===== src/rtl/regfile_wb_scheduler.sv =====
// rtl/regfile_wb_scheduler.sv - register-file writeback scheduler with hazard scoreboard
//
// Purpose:
//   Owns the single shared write port of the integer/FP register file pair.
//   A 64-entry scoreboard (32 int + 32 FP busy bits) records destinations of
//   issued-but-not-written instructions and stalls decode on RAW/WAW hazards.
//   NREQ writeback sources are round-robin arbitrated onto a registered
//   write port (wb_add/wb_data/is_wb_data_fp/write_reg).
//
// Ports:
//   clk, rst_n            clock, asynchronous active-low reset
//   issue_*               decode-stage instruction descriptor
//   stall                 combinational issue block
//   req_valid/add/data/fp per-requester writeback (slice i), req_ready one-hot grant
//   wb_add, wb_data       registered register-file write address/data
//   write_reg             registered register-file write enable
//   is_wb_data_fp         registered FP/int file select

module regfile_wb_scheduler #(
    parameter int NREQ  = 3,
    localparam int PTR_W = $clog2(NREQ)
) (
    input  logic              clk,
    input  logic              rst_n,
    input  logic              issue_valid,
    input  logic              issue_writes_rd,
    input  logic [4:0]        issue_rd_add,
    input  logic              issue_rd_fp,
    input  logic [4:0]        issue_rs1_add,
    input  logic              issue_rs1_fp,
    input  logic [4:0]        issue_rs2_add,
    input  logic              issue_rs2_fp,
    input  logic              issue_uses_rs3,
    input  logic [4:0]        issue_rs3_add,
    output logic              stall,
    input  logic [NREQ-1:0]   req_valid,
    input  logic [5*NREQ-1:0] req_add,
    input  logic [32*NREQ-1:0] req_data,
    input  logic [NREQ-1:0]   req_fp,
    output logic [NREQ-1:0]   req_ready,
    output logic [4:0]        wb_add,
    output logic [31:0]       wb_data,
    output logic              write_reg,
    output logic              is_wb_data_fp
);

    logic [31:0]      busy_int_q, busy_int_d;
    logic [31:0]      busy_fp_q, busy_fp_d;
    logic [PTR_W-1:0] rr_ptr_q, rr_ptr_d;
    logic [4:0]       wb_add_q, wb_add_d;
    logic [31:0]      wb_data_q, wb_data_d;
    logic             write_reg_q, write_reg_d;
    logic             wb_fp_q, wb_fp_d;

    logic             rs1_busy, rs2_busy, rs3_busy, rd_busy;
    logic             xfer;
    logic [PTR_W-1:0] grant_idx;
    logic [4:0]       sel_add;
    logic [31:0]      sel_data;
    logic             sel_fp;

    // Hazard detection against the scoreboard
    always_comb begin
        rs1_busy = issue_rs1_fp ? busy_fp_q[issue_rs1_add] : busy_int_q[issue_rs1_add];
        rs2_busy = issue_rs2_fp ? busy_fp_q[issue_rs2_add] : busy_int_q[issue_rs2_add];
        rs3_busy = issue_uses_rs3 & busy_fp_q[issue_rs3_add];
        rd_busy  = issue_writes_rd & (issue_rd_fp ? busy_fp_q[issue_rd_add]
                                                  : busy_int_q[issue_rd_add]);
        stall    = issue_valid & (rs1_busy | rs2_busy | rs3_busy | rd_busy);
    end

    // Round-robin grant: first valid index at or after rr_ptr, wrapping
    always_comb begin
        int cand;
        xfer      = 1'b0;
        grant_idx = '0;
        req_ready = '0;
        sel_add   = '0;
        sel_data  = '0;
        sel_fp    = 1'b0;
        cand      = 0;
        for (int k = 0; k < NREQ; k++) begin
            cand = int'(rr_ptr_q) + k;
            if (cand >= NREQ) begin
                cand = cand - NREQ;
            end
            if (!xfer && req_valid[cand]) begin
                xfer      = 1'b1;
                grant_idx = PTR_W'(cand);
            end
        end
        if (xfer) begin
            req_ready[grant_idx] = 1'b1;
        end
        // req_ready is one-hot, so a plain OR-mux selects the granted slice
        for (int i = 0; i < NREQ; i++) begin
            if (req_ready[i]) begin
                sel_add  = req_add[i*5 +: 5];
                sel_data = req_data[i*32 +: 32];
                sel_fp   = req_fp[i];
            end
        end
    end

    // Next state: pointer, output register, scoreboard
    always_comb begin
        int nxt;
        nxt         = 0;
        rr_ptr_d    = rr_ptr_q;
        write_reg_d = xfer;
        wb_add_d    = wb_add_q;
        wb_data_d   = wb_data_q;
        wb_fp_d     = wb_fp_q;
        busy_int_d  = busy_int_q;
        busy_fp_d   = busy_fp_q;

        if (xfer) begin
            nxt = int'(grant_idx) + 1;
            if (nxt >= NREQ) begin
                nxt = 0;
            end
            rr_ptr_d  = PTR_W'(nxt);
            wb_add_d  = sel_add;
            wb_data_d = sel_data;
            wb_fp_d   = sel_fp;
        end

        // Clear at the edge ending the write cycle; the file committed on the
        // preceding negedge, so a dependent reader sees the new value.
        if (write_reg_q) begin
            if (wb_fp_q) begin
                busy_fp_d[wb_add_q] = 1'b0;
            end else begin
                busy_int_d[wb_add_q] = 1'b0;
            end
        end

        // Set is applied after clear so it wins on a same-bit collision
        if (issue_valid && !stall && issue_writes_rd) begin
            if (issue_rd_fp) begin
                busy_fp_d[issue_rd_add] = 1'b1;
            end else begin
                busy_int_d[issue_rd_add] = 1'b1;
            end
        end

        busy_int_d[0] = 1'b0;
    end

    always_ff @(posedge clk or negedge rst_n) begin
        if (!rst_n) begin
            busy_int_q  <= '0;
            busy_fp_q   <= '0;
            rr_ptr_q    <= '0;
            wb_add_q    <= '0;
            wb_data_q   <= '0;
            write_reg_q <= 1'b0;
            wb_fp_q     <= 1'b0;
        end else begin
            busy_int_q  <= busy_int_d;
            busy_fp_q   <= busy_fp_d;
            rr_ptr_q    <= rr_ptr_d;
            wb_add_q    <= wb_add_d;
            wb_data_q   <= wb_data_d;
            write_reg_q <= write_reg_d;
            wb_fp_q     <= wb_fp_d;
        end
    end

    assign wb_add        = wb_add_q;
    assign wb_data       = wb_data_q;
    assign write_reg     = write_reg_q;
    assign is_wb_data_fp = wb_fp_q;

endmodule


===== config.mk =====
export PLATFORM = sky130hd
export DESIGN_NAME = regfile_wb_scheduler
export DESIGN_NICKNAME = d
export VERILOG_FILES = /design/src/rtl/regfile_wb_scheduler.sv
export SDC_FILE = /design/constraint.sdc
export NUM_CORES = 1
export LEC_CHECK = 0
export BUFFER_PORTS_ARGS = -buffer_cell sky130_fd_sc_hd__buf_4
export CORE_UTILIZATION = 35
export CTS_BUF_LIST = sky130_fd_sc_hd__clkbuf_8
export DETAILED_ROUTE_END_ITERATION = 6
export PLACE_DENSITY_LB_ADDON = 0.1
export SLEW_MARGIN = 20
export SYNTH_ARGS = -nofsm -noshare
export SYNTH_HDL_FRONTEND = slang
export SYNTH_SLANG_ARGS = --single-unit

===== constraint.sdc =====
create_clock -name clk -period 2.8 [get_ports clk]
set_clock_uncertainty 0.15 [all_clocks]
set_input_delay 0.28 -clock clk [delete_from_list [all_inputs] [get_ports clk]]
set_output_delay 0.28 -clock clk [all_outputs]
set_load 0.02 [all_outputs]

# Word level (Yosys, flattened, before mapping)
# Index checks and enable logic that the tools add are counted.
[totals]
mem_count = 0
latchBits = 0
register_bits = 104
out_inout_bits = 43
ramBits = 0
rom_bits = 0
input_bits = 145
[classes]
mul = 0
shift = 0
n_mux = 60
n_reduce_logical = 10
n_eq_ne = 0
n_div = 0
order_cmp = 16
n_bitwise = 11
n_addsub = 6
[op_table]
columns = ["cell", "count"]
rows = [
  ["two-way mux 32 bit", 14],
  ["< comparator 32 x 4 -> 1 bit (second input constant)", 3],
  ["AND 32 bit", 2],
  ["OR 32 bit", 2],
  ["binary-select mux 1 bit (select 5 bit)", 7],
  ["inverter 32 bit", 1],
  ["< comparator 5 x 6 -> 1 bit (second input constant)", 5],
  ["two-way mux 1 bit", 25],
  ["two-way mux 5 bit", 3],
  ["demux 1 bit (select 5 bit)", 2],
  [">= comparator 5 x 1 -> 1 bit (second input constant)", 2],
  [">= comparator 3 x 2 -> 1 bit (second input constant)", 3],
  ["two-way mux 2 bit", 4],
  ["subtractor 3 x 2 -> 4 bit (second input constant)", 2],
  ["logical AND 1 bit", 7],
  ["adder 2 x 1 -> 3 bit (second input constant)", 2],
  ["binary-select mux 1 bit (select 2 bit)", 3],
  ["adder 2 x 2 -> 3 bit (second input constant)", 1],
  ["AND 1 bit", 3],
  ["logical NOT 1 bit", 3],
  ["< comparator 2 x 3 -> 1 bit (second input constant)", 1],
  ["two-way mux 3 bit", 1],
  ["OR 1 bit", 3],
  ["subtractor 2 x 2 -> 3 bit (second input constant)", 1],
  ["other kinds (3)", 3],
]

# Logic depth before layout (Yosys ltp)
[logic_depth]
word_depth = 20
depth_mapped = 11
ltp_nobuf = 9

# Worst setup path before layout
# Ideal clock, no wire load.
[synth_path]
path_type = "input port to output port"
from = "input issue_rd_add[0]"
to = "output stall"
path_slack_ns = -0.072
arrival_ns = 2.442
path_buffers = 2
required_time_ns = 2.370
stages = 8
cell_sequence = "buf_6 mux4_2 nor3b_1 a311o_1 o41ai_4 buf_6 o21ai_1 o21a_1"
[synth_via]
elab_chain_len = 6
elab_cells_between_ends = 8
classes_between = "5 x mux; 3 x bitwise"
[synth_rtl]
columns = ["item", "line_no", "text"]
rows = [
  ["from (decl)", "27", "input logic [4:0] issue_rd_add,"],
  ["binary-select mux 1 bit (select 5 bit) (on tied branches)", "68, 67", ""],
  ["two-way mux 1 bit (on tied branches)", "68, 67", ""],
  ["two-way mux 1 bit (*)", "67", "rd_busy = issue_writes_rd & (issue_rd_fp ? busy_fp_q[issue_rd_add]"],
  ["AND 1 bit (*)", "67", ""],
  ["OR 1 bit (*)", "69", "stall = issue_valid & (rs1_busy | rs2_busy | rs3_busy | rd_busy);"],
  ["AND 1 bit (*)", "69", ""],
  ["to (decl)", "35", "output logic stall,"],
]
# Every way passes the cells marked *; elsewhere a longest branch is shown, timed or not. The select of a mux whose other input is x is not followed.

# Final worst setup path
[layout_path]
from = "register busy_int_q[15]"
to = "output stall"
[layout_via]
elab_chain_len = 7
elab_cells_between_ends = 14
classes_between = "9 x mux; 5 x bitwise"
[layout_rtl]
columns = ["item", "line_no", "text"]
rows = [
  ["from (decl)", "47", "logic [31:0] busy_int_q, busy_int_d;"],
  ["from (signal assigned)", "160", "busy_int_q <= busy_int_d;"],
  ["binary-select mux 1 bit (select 5 bit) (on tied branches)", "64, 65", ""],
  ["two-way mux 1 bit (on tied branches) (2 in a row)", "64, 65", ""],
  ["OR 1 bit (2 in a row)", "69", ""],
  ["OR 1 bit (*)", "69", ""],
  ["AND 1 bit (*)", "69", ""],
]
# Marks and branches as above.

==> results_dict.tcl <==
set metrics [dict create \
    outcome "finished, violations left" \
    violations "negative setup slack" \
    grt_pass1_vias 7307 \
    crit_arrival_ps 2550 \
    r2r_slack_ps 100 \
    ant_nets 0 \
    holdPathEnd "wb_data[26]" \
    ios 188 \
    portBuffers 187 \
    htree_levels 3 \
    avgSynthCellArea_um2 9.90 \
    clk_latency_ps 390 \
    cts_tree "built" \
    setup_viol 1 \
    hpwl_um 19200 \
    tns_ps -185 \
    finalMaxSlewViolations 0 \
    clk_pin_slew_ps 100 \
    final_common_cell "buf_4" \
    synthFlopType "dfrtp_1" \
    synth_edf_count 0 \
    top_usage_layer "met2" \
    critPathLaunchType "flip-flop" \
    std_cell_rows 54 \
    drtIter0Drc 688 \
    wirelength_um 27400 \
    clock.fmax_mhz 335 \
    drive_above_1_share_pct 33.8 \
    clk_path_buf_depth 2 \
    first_pass_iters 5 \
    seq_area_frac_synth_pct 33.5 \
    final_hold_viol_count 0 \
    grt_max_degree 70 \
    synth-warning-count 0 \
    whs_path_depth 3 \
    ys_ff_latch 104 \
    grt_first_pass_wirelength_um 42900 \
    netlist_instances 784 \
    dieArea_um2 22800 \
    rsz0062_at_grt "true" \
    crit_path_max_fanout 3 \
    syn_nets 932 \
    viasPerCell 6.06 \
    p_per_area_nw_per_um2 1050 \
    synth.distinct_cells 52 \
    numCtsBuffers 9 \
    root_buffer "clkbuf_8" \
    gr-total-overflow 0 \
    final_util_pct 47.0 \
    cts.sinks 104 \
    core_um2 21800 \
    worstSetupPathType "reg -> out" \
    drcViolationCount 0 \
    wl_per_cell_um 21.9 \
    reg2reg_to "is_wb_data_fp" \
    initial_core_util_pct 35.7 \
    nFillCells 2114 \
    die-height_um 151 \
    hold_class "in -> reg" \
    p_leak_uw 0.00404 \
    place_inst 1207 \
    crit_path_end_kind "output port" \
    irDropWorstVdd_uv 554 \
    min_period_ps 2980 \
    gr-usage-met2_pct 38.1 \
    max_slew_margin_pct 49.2 \
    r2r_cells 10 \
    dr_total_vias 7603 \
    min_period_over_period_pct 107 \
    met1_usage_pct 35.2 \
    layout_common_cells "buf_4, dfrtp_1, o21ai_0, o2111ai_1, o21ai_1" \
    worstReg2RegStart "rr_ptr_q[0]" \
    place.gp.congestion 0.870 \
    track_usage_pct 24.6 \
    antenna_found_initial 0 \
    final_nets 1118 \
    diodes 0 \
    max-cap-violations 0 \
    hp-start "req_data[58]" \
    synthArstFlopShare_pct 100 \
    fin_cells 1254 \
    area_growth_pct 31.6 \
    grt_use_met3_pct 5.15 \
    timing.final.ws_setup_ps -185 \
    fin_total_pwr_uw 10700 \
    worst_pin_slew_ps 743 \
    die_x_um 151 \
    cp_data_required_time_ps 2370 \
    synth_area_um2 7760 \
]
==> worst max-delay path by stage <==
stage                          from        endpoint  slack [ps]  cells after the start
finish               busy_int_q[15]           stall        -180                      7
floorplan           issue_rd_add[0]           stall           3                      8
global route         busy_int_q[14]           stall        -320                      7
CTS                  busy_int_q[15]           stall        -140                      7
detailed placement  issue_rd_add[1]  busy_int_q[24]          70                      8
global placement    issue_rd_add[0]           stall          90                      9
==> synthesized netlist by cell type, types with 22 or more instances <==
cell type	n	share of area (%)
nor2_1	22	1.1
o21ai_0	84	5.4
mux2i_1	39	5.0
clkbuf_1	53	2.6
dfrtp_1	104	34
mux4_2	41	12
a22o_1	24	2.7
o21ai_1	60	3.9
o211ai_1	47	4.5
o21a_1	25	2.4
o2111ai_1	63	7.1
inv_1	31	1.5
==> per-stage QoR <==
| stage | hold WS, ps | setup WS [ps] | area (um2) |
|---|---|---|---|
| global route | 37.8 | -316 | 10200 |
| CTS | 21.5 | -137 | 10100 |
| global placement | 141 | 93.4 | 9610 |
| finish | 35.2 | -185 | 10200 |
| floorplan | -166 | 3.26 | 7770 |
| detailed placement | 135 | 73.5 | 9610 |
==> cell families (layout without fill, tap and decap cells) <==
family / count (synthesis) / in the layout / share of synthesized area [%]
mux: 96 / 96 / 20.2
simple gates: 114 / 114 / 7.96
flops: 104 / 104 / 33.5
fa+ha+maj: 3 / 3 / 0.483
buf+inv: 114 / 304 / 6.48
compound gates: 353 / 353 / 31.4
==> power breakdown <==
part / total, uW / internal, uW / leakage (uW) / switching, uW
clock network: 1080 / 544 / 0.000117 / 540
registers: 3250 / 2280 / 0.00120 / 969
logic: 6340 / 3190 / 0.00273 / 3150
total: 10700 / 6020 / 0.00404 / 4660
==> cell type report <==
| class | count | area (um2) | share of cell area (%) |
|---|---|---|---|
| inverter | 31 | 123 | 1.20 |
| timing repair buffer | 258 | 2170 | 21.2 |
| clock inverter | 4 | 68.8 | 0.674 |
| sequential | 104 | 2600 | 25.5 |
| clock buffer | 11 | 151 | 1.48 |
| tap | 280 | 350 | 3.43 |
| multi-input combinational | 566 | 4750 | 46.5 |
==> per-layer routing <==
layer / routed length (um) / up-vias / part of all wire, %
met1: 12400 / 3769 / 45
met2: 12600 / 322 / 46
met4: 318 / 0 / 1.2
met3: 2200 / 26 / 8.0
met5: 0 / - / 0
li1: - / 3486 / -
==> timing repair <==
action | 4_1_cts | 5_1_grt
hold buffers | 16 | 0
setup buffers | 7 | 7
gates resized for setup | 13 | 6
gates cloned | 1 | 1
setup endpoints to repair | 4 | 38
hold endpoints to repair | 50 | 0
pin swaps | 3 | 6
==> critical path, cell delays in order (launching register included) <==
cell and delay [ps]:
dfrtp_1 430, mux4_2 480, nor3b_1 160, a311o_1 320, o41ai_4 310, o21ai_1 120, o21a_1 210, buf_6 130
Note: power is estimated with default switching activity, not from simulation.
